===== config.mk =====
export PLATFORM = sky130hd
export DESIGN_NAME = stall_ctrl
export DESIGN_NICKNAME = d
export VERILOG_FILES = /design/src/rtl/pipe_pkg.sv /design/src/rtl/md_busy_counter.sv /design/src/rtl/stall_ctrl.sv
export SDC_FILE = /design/constraint.sdc
export NUM_CORES = 1
export LEC_CHECK = 0
export BUFFER_PORTS_ARGS = -buffer_cell sky130_fd_sc_hd__buf_4
export CORE_MARGIN = 5
export CORE_UTILIZATION = 45
export DETAILED_ROUTE_END_ITERATION = 8
export GPL_TIMING_DRIVEN = 0
export PLACE_DENSITY = 0.83
export RECOVER_POWER = 25
export SLEW_MARGIN = 20
export SYNTH_ARGS = -nofsm -noshare
export SYNTH_HDL_FRONTEND = slang
export SYNTH_SLANG_ARGS = --single-unit
export TNS_END_PERCENT = 1

===== constraint.sdc =====
create_clock -name clk -period 5.3 [get_ports clk]
set_input_delay 0.795 -clock clk [delete_from_list [all_inputs] [get_ports clk]]
set_output_delay 0.795 -clock clk [all_outputs]
set_load 0.01 [all_outputs]

===== src/rtl/pipe_pkg.sv =====
// Shared pipeline constants for the hazard/stall controller.
// Holds Tuse/Tnew encodings, the $0 register index and default mult/div latencies.
package pipe_pkg;

  // Tuse value meaning "operand not read by this instruction"
  localparam logic [1:0] TUSE_NONE = 2'd3;
  // Tnew value meaning "result already forwardable"
  localparam logic [1:0] TNEW_ZERO = 2'd0;
  // Architectural zero register; writes to it are discarded
  localparam logic [4:0] REG_ZERO  = 5'd0;

  // Default mult/div occupancy after a start, in cycles
  localparam int unsigned MULT_CYCLES_DEF = 5;
  localparam int unsigned DIV_CYCLES_DEF  = 10;

  // Width of the mult/div busy counter
  localparam int unsigned MD_CNT_W = 4;

endpackage


===== src/rtl/md_busy_counter.sv =====
// Mult/div occupancy tracker: loads a latency on a start and counts down to
// zero. A start that arrives while the unit is still busy is ignored.
module md_busy_counter
  import pipe_pkg::*;
#(
  parameter int unsigned MULT_CYCLES = MULT_CYCLES_DEF,
  parameter int unsigned DIV_CYCLES  = DIV_CYCLES_DEF
) (
  input  logic clk,
  input  logic reset,
  input  logic e_md_start,
  input  logic e_md_is_div,
  output logic md_busy
);

  localparam logic [MD_CNT_W-1:0] MULT_LOAD = MD_CNT_W'(MULT_CYCLES);
  localparam logic [MD_CNT_W-1:0] DIV_LOAD  = MD_CNT_W'(DIV_CYCLES);

  logic [MD_CNT_W-1:0] r_count;
  logic                w_busy;

  assign w_busy  = (r_count != '0);
  assign md_busy = w_busy;

  // Load on a legal start, otherwise decrement toward zero and stay there
  always_ff @(posedge clk) begin
    if (reset) begin
      r_count <= '0;
    end else if (e_md_start && !w_busy) begin
      r_count <= e_md_is_div ? DIV_LOAD : MULT_LOAD;
    end else if (w_busy) begin
      r_count <= r_count - 1'b1;
    end
  end

endmodule


===== src/rtl/stall_ctrl.sv =====
// Hazard and stall controller for the five-stage pipeline.
// Compares D-stage Tuse against E/M Tnew for rs and rt, and stalls mult/div
// instructions in D while the mult/div unit is occupied.
// Optional feature macro: STALL_CNT_EN adds a 32-bit stall_cycles counter output.
module stall_ctrl
  import pipe_pkg::*;
#(
  parameter int unsigned MULT_CYCLES = MULT_CYCLES_DEF,
  parameter int unsigned DIV_CYCLES  = DIV_CYCLES_DEF
) (
  input  logic        clk,
  input  logic        reset,
  input  logic [4:0]  id_rs_addr,
  input  logic [4:0]  id_rt_addr,
  input  logic [1:0]  id_tuse_rs,
  input  logic [1:0]  id_tuse_rt,
  input  logic        id_is_md,
  input  logic [4:0]  e_wa,
  input  logic [1:0]  e_tnew,
  input  logic [4:0]  m_wa,
  input  logic [1:0]  m_tnew,
  input  logic        e_md_start,
  input  logic        e_md_is_div,
  output logic        ifu_enable,
  output logic        fd_enable,
  output logic        de_flush,
  output logic        stall,
`ifdef STALL_CNT_EN
  output logic [31:0] stall_cycles,
`endif
  output logic        md_busy
);

  logic [4:0] w_src_addr [2];
  logic [1:0] w_src_tuse [2];
  logic [1:0] w_src_stall;
  logic       w_stall_md;
  logic       w_stall_any;
  logic       w_md_busy;

  assign w_src_addr[0] = id_rs_addr;
  assign w_src_tuse[0] = id_tuse_rs;
  assign w_src_addr[1] = id_rt_addr;
  assign w_src_tuse[1] = id_tuse_rt;

  // Same RAW check for each source operand (0 = rs, 1 = rt). A source that is
  // never read, or a producer whose result is already forwardable, cannot stall.
  for (genvar gi = 0; gi < 2; gi++) begin : g_src
    logic w_hit_e;
    logic w_hit_m;

    assign w_hit_e = (e_wa == w_src_addr[gi]) && (e_tnew != TNEW_ZERO)
                   && (w_src_tuse[gi] < e_tnew);
    assign w_hit_m = (m_wa == w_src_addr[gi]) && (m_tnew != TNEW_ZERO)
                   && (w_src_tuse[gi] < m_tnew);

    assign w_src_stall[gi] = (w_src_addr[gi] != REG_ZERO)
                           && (w_src_tuse[gi] != TUSE_NONE)
                           && (w_hit_e || w_hit_m);
  end

  md_busy_counter #(
    .MULT_CYCLES (MULT_CYCLES),
    .DIV_CYCLES  (DIV_CYCLES)
  ) u_md_busy_counter (
    .clk         (clk),
    .reset       (reset),
    .e_md_start  (e_md_start),
    .e_md_is_div (e_md_is_div),
    .md_busy     (w_md_busy)
  );

  // A mult/div op in D waits through the issuing cycle and the whole busy window
  assign w_stall_md  = id_is_md && (w_md_busy || e_md_start);

  // Reset forces the pipeline to run so no stale hazard survives it
  assign w_stall_any = !reset && (w_src_stall[0] || w_src_stall[1] || w_stall_md);

  assign stall      = w_stall_any;
  assign de_flush   = w_stall_any;
  assign ifu_enable = !w_stall_any;
  assign fd_enable  = !w_stall_any;
  assign md_busy    = w_md_busy;

`ifdef STALL_CNT_EN
  logic [31:0] r_stall_cycles;

  // Free-running count of stalled cycles; wraps naturally at 32 bits
  always_ff @(posedge clk) begin
    if (reset) begin
      r_stall_cycles <= '0;
    end else if (w_stall_any) begin
      r_stall_cycles <= r_stall_cycles + 32'd1;
    end
  end

  assign stall_cycles = r_stall_cycles;
`endif

endmodule


==> results of run 1 <==
per-stage QoR:
| step | hold WS (ns) | instances |
|---|---|---|
| 4_1_cts | 0.5499 | 137 |
| 3_3_place_gp | 0.5276 | 134 |
| 3_5_place_dp | 0.5408 | 134 |
| 5_1_grt | 0.5636 | 137 |
| 6_report | 0.5494 | 137 |
| 2_1_floorplan | 0.5008 | 82 |
layout by cell type, fill, tap and decap left out, types with 2 or more instances in the layout:
cell | netlist | final
a211oi_1 | 5 | 5
a21oi_1 | 7 | 7
buf_4 | 2 | 38
clkbuf_4 | 0 | 3
dfxtp_1 | 4 | 4
ha_1 | 6 | 6
inv_1 | 5 | 5
nand2_1 | 2 | 2
nand4_1 | 3 | 3
nor2_1 | 5 | 5
nor3_1 | 3 | 3
o21ai_0 | 2 | 2
o21ai_1 | 2 | 2
or4_1 | 4 | 4
xnor2_1 | 12 | 12
xor2_1 | 10 | 10
final timing paths:
path / from / end / slack [ns] / cells past startpoint
worst max-delay path: id_tuse_rs[1] / stall / 1.86 / 9
worst min-delay path: u_md_busy_counter.r_count[0]$_SDFFE_PP0P_ / u_md_busy_counter.r_count[0]$_SDFFE_PP0P_ / 0.55 / 2
worst max register to register: u_md_busy_counter.r_count[0]$_SDFFE_PP0P_ / u_md_busy_counter.r_count[0]$_SDFFE_PP0P_ / 4.03 / 6
worst min register to register: u_md_busy_counter.r_count[0]$_SDFFE_PP0P_ / u_md_busy_counter.r_count[0]$_SDFFE_PP0P_ / 0.55 / 2
cell type report:
cell class	count	share of cell area, %
tap	15	1.971
clock buffer	3	2.365
multi-input combinational	70	54.53
buffer	2	1.577
inverter	6	2.365
timing repair buffer	37	28.78
sequential	4	8.410
worst reg2reg max path: stages, from the launching register on:
cell and delay [ns]:
dfxtp_1 0.36, inv_1 0.07, ha_1 0.21, nand2_1 0.20, a21oi_1 0.11, a21oi_1 0.16, nor2_1 0.05
synth_stat cells (all sizes together):
cell	number	area (µm²)
buf	2	15.01
nand4	4	31.28
nor3b	1	7.510
or4	4	30.03
a211oi	5	37.54
ha	6	75.07
inv	6	22.52
xnor2	12	105.1
nor4	1	6.260
o21bai	1	7.510
nor3	3	15.01
nand2	2	7.510
nand2b	1	6.260
o21ai	4	20.02
or3	1	6.260
a2bb2oi	1	8.760
o21a	1	7.510
dfxtp	4	80.08
a21oi	7	35.03
and3	1	6.260
xor2	10	87.58
nor2	5	18.77
power groups by stage:
| stage | sequential (mW) | combinational (mW) | clock [mW] |
|---|---|---|---|
| 2_1_floorplan | 0.0508 | 0.0902 | 0 |
| 4_1_cts | 0.0526 | 0.145 | 0.0388 |
| 5_1_grt | 0.0543 | 0.160 | 0.0420 |
| 3_3_place_gp | 0.0528 | 0.139 | 0 |
| 6_report | 0.0530 | 0.145 | 0.0376 |
| 3_5_place_dp | 0.0531 | 0.144 | 0 |
metal layers:
metal | routed length, µm | up-vias | share of wire (%) | GRT usage [%]
li1 | - | 374 | - | -
met3 | 118 | 2 | 6.5 | 3.759
met4 | 8 | 0 | 0.44 | 3.226
met5 | 0 | - | 0 | 0
met1 | 843 | 314 | 46 | 24.06
met2 | 852 | 28 | 47 | 27.81
cells by family after synthesis:
logic type                 count (synthesis)  synth area share [%]
and+or+nand+nor                           23                 21.22
adders and majority gates                  6                 11.79
DFF                                        4                 12.57
AOI/OAI and AO/OA                         19                 18.27
buffers and inverters                      8                 5.893
xor gates and xnor gates                  22                 30.25
==> results.tsv, run 1 <==
metric	value	unit
outcome	finished, final reports clean	
die area	2268	µm²
post-cts sizing count	0	
Num CTS Buffers	3	
Worst setup SP type	input port	
min cycle time layout	3.435	ns
Design Power	0.2353	mW
syn_area_per_cell	7.767	µm²
P per Cell Area	247.1	nW/µm²
number of I/O port buffers	37	
multi-input combinational cell area	519.2	µm²
die height	47.62	µm
Psw	0.09234	mW
number of global-route vias before repair	670	
synthesized instance count	82	
worst-path fanout max	3	
H-tree levels	1	
Clock Sink Count	4	
Leak	0.4376	nW
first-pass GRT wire length	2.801	mm
Worst Path Required	4.51	ns
die width	47.62	µm
crit path kind	input port to output port	
post-DR vias/cell	5.241	
Max IR drop VDD	0.1828	mV
RSZ-0062 raised after global routing	no	
slew at the pin with the worst max-slew slack	0.3342	ns
Mapped Area	636.9	µm²
Flop pwr share	22.5	%
Layout Nets	163	
CP top delay family	simple AND/OR/NAND/NOR gates	
Crit path top cell by count	buf_4	
fill count	117	
post-synthesis sequential area ratio	12.57	%
1st-iter DRT viols	11	
IO Pins	38	
Slew Viols, Final	0	
critical path's slowest cell	or4_1	
Syn-to-layout area delta	49.51	%
Top Registers	u_md_busy_counter.r_count: 4 flops	
Logic pwr share	61.5	%
Sequential cell area	80.08	µm²
# hold bufs at CTS	0	
Slew headroom	77.51	%
num rows	13	
CP max stage delay	0.54	ns
max-cap violations	0	
Initial Utilization	48.34	%
GR Overflow Total	0	
final hold violations	0	
sw frac	39.24	%
CP bufs+invs	3	
CTS tree	yes	
Fin Clk Skew	0.001963	ns
Biggest register	u_md_busy_counter.r_count	
post-route cell area	952.2	µm²
Util after Layout	72.27	%
#FFs+latches synth	4	
initial antenna violation count	0	
Total GRT Usage	17.36	%
DRT Pass-1 Iters	4	
max FFs per register	4	
clock latency on the worst-skew pair	0.24	ns
Post-Route WL	1.823	mm
Post-CTS Setup Repair Bufs	0	
Place WS	1.877	ns
share of layout cells above drive strength 1	35.25	%
f_max	0.2911	GHz
critical path cell sequence	buf_4, ha_1, a21oi_1, nand4_1, or4_1, a21oi_1, or3_1, buf_4, buf_4	
total inserted antenna cells	0	
Final setup viols	0	
total number of vias	718	
Pint	0.1430	mW
largest net degree at the start of global routing	8	
hpwl dp	1.647	mm
Tcrit/Tclk final	64.81	%
Fin Setup TNS	0	ns
Cell Area, Placed	933.4	µm²
GP Congestion	0.8036	
arrival time worst endpoint	2.64	ns
synth warn	0	
root buf cell	clkbuf_4	
setup ws final	1.865	ns
Clock power frac	16.0	%
Antenna Violating Nets Remaining	0	
clock-pin slew of the registers on the worst-case setup and hold paths	0.04	ns
core area	1318	µm²
routed length per instance	13.31	µm
clk buf depth	2	
count of cell types in the netlist	25	
# DRC	0	
Setup crit end kind	output port	
HP Class	flip-flop to flip-flop	
Mapped Nets	121	
No activity file was read; power rests on OpenSTA's default activity.
==> run 2: changes to the inputs <==
- CORE_UTILIZATION: 45 -> 38
- PLACE_DENSITY: 0.83 -> 0.74
- clock period: 5.3 -> 3.02 ns (I/O delays scaled with it)
==> results.tsv, run 2 (synthesis results as in run 1) <==
metric	value	unit	change
outcome	finished, final reports clean		
first-pass GRT wire length	2.849	mm	+1.7%
Psw	0.1567	mW	+70%
slew at the pin with the worst max-slew slack	0.3287	ns	-0.005553 ns
number of I/O port buffers	37		unchanged
Fin Clk Skew	0.004291	ns	+0.002328 ns
max FFs per register	4		unchanged
Setup crit end kind	output port		
post-cts sizing count	0		unchanged
FF-to-FF Start	u_md_busy_counter.r_count[0]$_SDFFE_PP0P_		
arrival time worst endpoint	2.27	ns	-0.37 ns
HP Class	input port to flip-flop		
Syn-to-layout area delta	50.29	%	
Layout Nets	163		unchanged
largest net degree at the start of global routing	8		unchanged
final hold violations	0		unchanged
Num CTS Buffers	3		unchanged
min cycle time layout	2.720	ns	
Place WS	0.2971	ns	-1.580 ns
Worst setup SP type	input port		
DRT Pass-1 Iters	2		-2
clock-pin slew of the registers on the worst-case setup and hold paths	0.04	ns	about the same
share of layout cells above drive strength 1	36.07	%	+0.82 points
Logic pwr share	61.7	%	+0.2 points
Slew headroom	77.89	%	+0.37 points
hpwl dp	1.583	mm	-3.9%
CTS tree	yes		
critical path cell sequence	buf_4, inv_2, ha_1, a21oi_1, nand4_1, or4_1, a21oi_1, or3_1, buf_4, buf_4		
Total GRT Usage	13.96	%	-3.4 points
Biggest register	u_md_busy_counter.r_count		
Design Power	0.4075	mW	+73%
sw frac	38.46	%	-0.78 points
fill count	155		+32%
Max IR drop VDD	0.4521	mV	+150%
total number of vias	693		-3.5%
Top Registers	u_md_busy_counter.r_count: 4 flops		
crit path kind	input port to output port		
Flop pwr share	22.5	%	about the same
Crit path top cell by count	buf_4		
root buf cell	clkbuf_4		
clk buf depth	2		unchanged
Fin Setup TNS	0	ns	unchanged
worst-path fanout max	4		+1
1st-iter DRT viols	2		-9
die width	50.94	µm	+7.0%
core area	1541	µm²	+17%
Layout Cells excl Fill	138		+0.73%
routed length per instance	12.27	µm	-7.8%
Clock Sink Count	4		unchanged
die area	2595	µm²	+14%
max-cap violations	0		unchanged
# hold bufs at CTS	0		unchanged
number of global-route vias before repair	701		+4.6%
Final setup viols	0		unchanged
most frequent cells in the layout	39 x buf_4, 12 x xnor2_1, 10 x xor2_1		
setup ws final	0.2998	ns	-1.565 ns
Pint	0.2508	mW	+75%
num rows	14		+1
post-DR vias/cell	5.022		-4.2%
RSZ-0062 raised after global routing	no		
H-tree levels	1		unchanged
Tcrit/Tclk final	90.07	%	
GR Overflow Total	0		unchanged
P per Cell Area	425.7	nW/µm²	+72%
Antenna Violating Nets Remaining	0		unchanged
most common cell after layout, fill and taps aside	buf_4		
Util after Layout	62.09	%	-10 points
Worst Path Required	2.57	ns	-1.94 ns
post-route cell area	957.2	µm²	+0.53%
f_max	0.3676	GHz	
GP Congestion	0.7365		-8.3%
Clock power frac	15.8	%	-0.2 points
die height	50.94	µm	+7.0%
placed insts	135		+0.75%
Critical Path Source	e_tnew[1]		
# DRC	0		unchanged
worst hold margin	0.4477	ns	-0.1017 ns
CP max stage delay	0.53	ns	about the same
Post-Route WL	1.693	mm	-7.1%
Initial Utilization	41.31	%	-7.0 points
IO Pins	38		unchanged
Cell Area, Placed	934.6	µm²	+0.13%
critical path's slowest cell	or4_1		
Leak	0.4413	nW	+0.83%
clock latency on the worst-skew pair	0.23	ns	about the same
Post-CTS Setup Repair Bufs	0		unchanged
total inserted antenna cells	0		unchanged
Slew Viols, Final	0		unchanged
hold_sp	reset		
initial antenna violation count	0		unchanged
-- run 2: cell types whose count changed in the layout (fill, tap and decap cells not counted), sizes merged --
cell    delta
buf        +1
clkbuf     -1
-- run 2: final timing paths --
check	slack (ns)	cells after the start	endpoint
setup reg to reg	1.78	5	u_md_busy_counter.r_count[3]$_SDFFE_PP0P_
hold / removal	0.45	2	u_md_busy_counter.r_count[2]$_SDFFE_PP0P_
setup / recovery	0.30	10	stall
hold reg to reg	0.56	2	u_md_busy_counter.r_count[0]$_SDFFE_PP0P_
-- run 2: routing by layer --
layer  track usage (%)  vias to the layer above  routed length, µm  share of wire (%)
met3             1.744                        2                123                7.3
met1             18.53                      292                765                 45
met4             5.106                        0                 21                1.2
met2             22.93                       24                783                 46
met5                 0                        -                  0                  0
li1                  -                      375                  -                  -
-- run 2: power groups by stage --
stage	registers, mW	clock network (mW)	logic, mW
floorplan	0.0892	0	0.158
detailed placement	0.0920	0	0.254
global placement	0.0915	0	0.248
global route	0.0930	0.0701	0.284
finish	0.0917	0.0645	0.251
CTS	0.0912	0.0691	0.255
-- run 2: final cells by class --
type,count,area (µm²),share of cell area (%)
Sequential cell,4,80.08,8.366
Tap cell,16,20.02,2.092
Timing Repair Buffer,37,277.8,29.02
Multi-Input combinational cell,70,519.2,54.25
Inverter,6,22.52,2.353
Clock buffer,3,22.52,2.353
Buffer,2,15.01,1.569
-- run 2: critical path, delay by kind of cell --
family                     cells  cell delay, ns
AOI/OAI and AO/OA              2            0.38
buffers and inverters          4            0.38
and+or+nand+nor                3            0.82
adders and majority gates      1            0.24
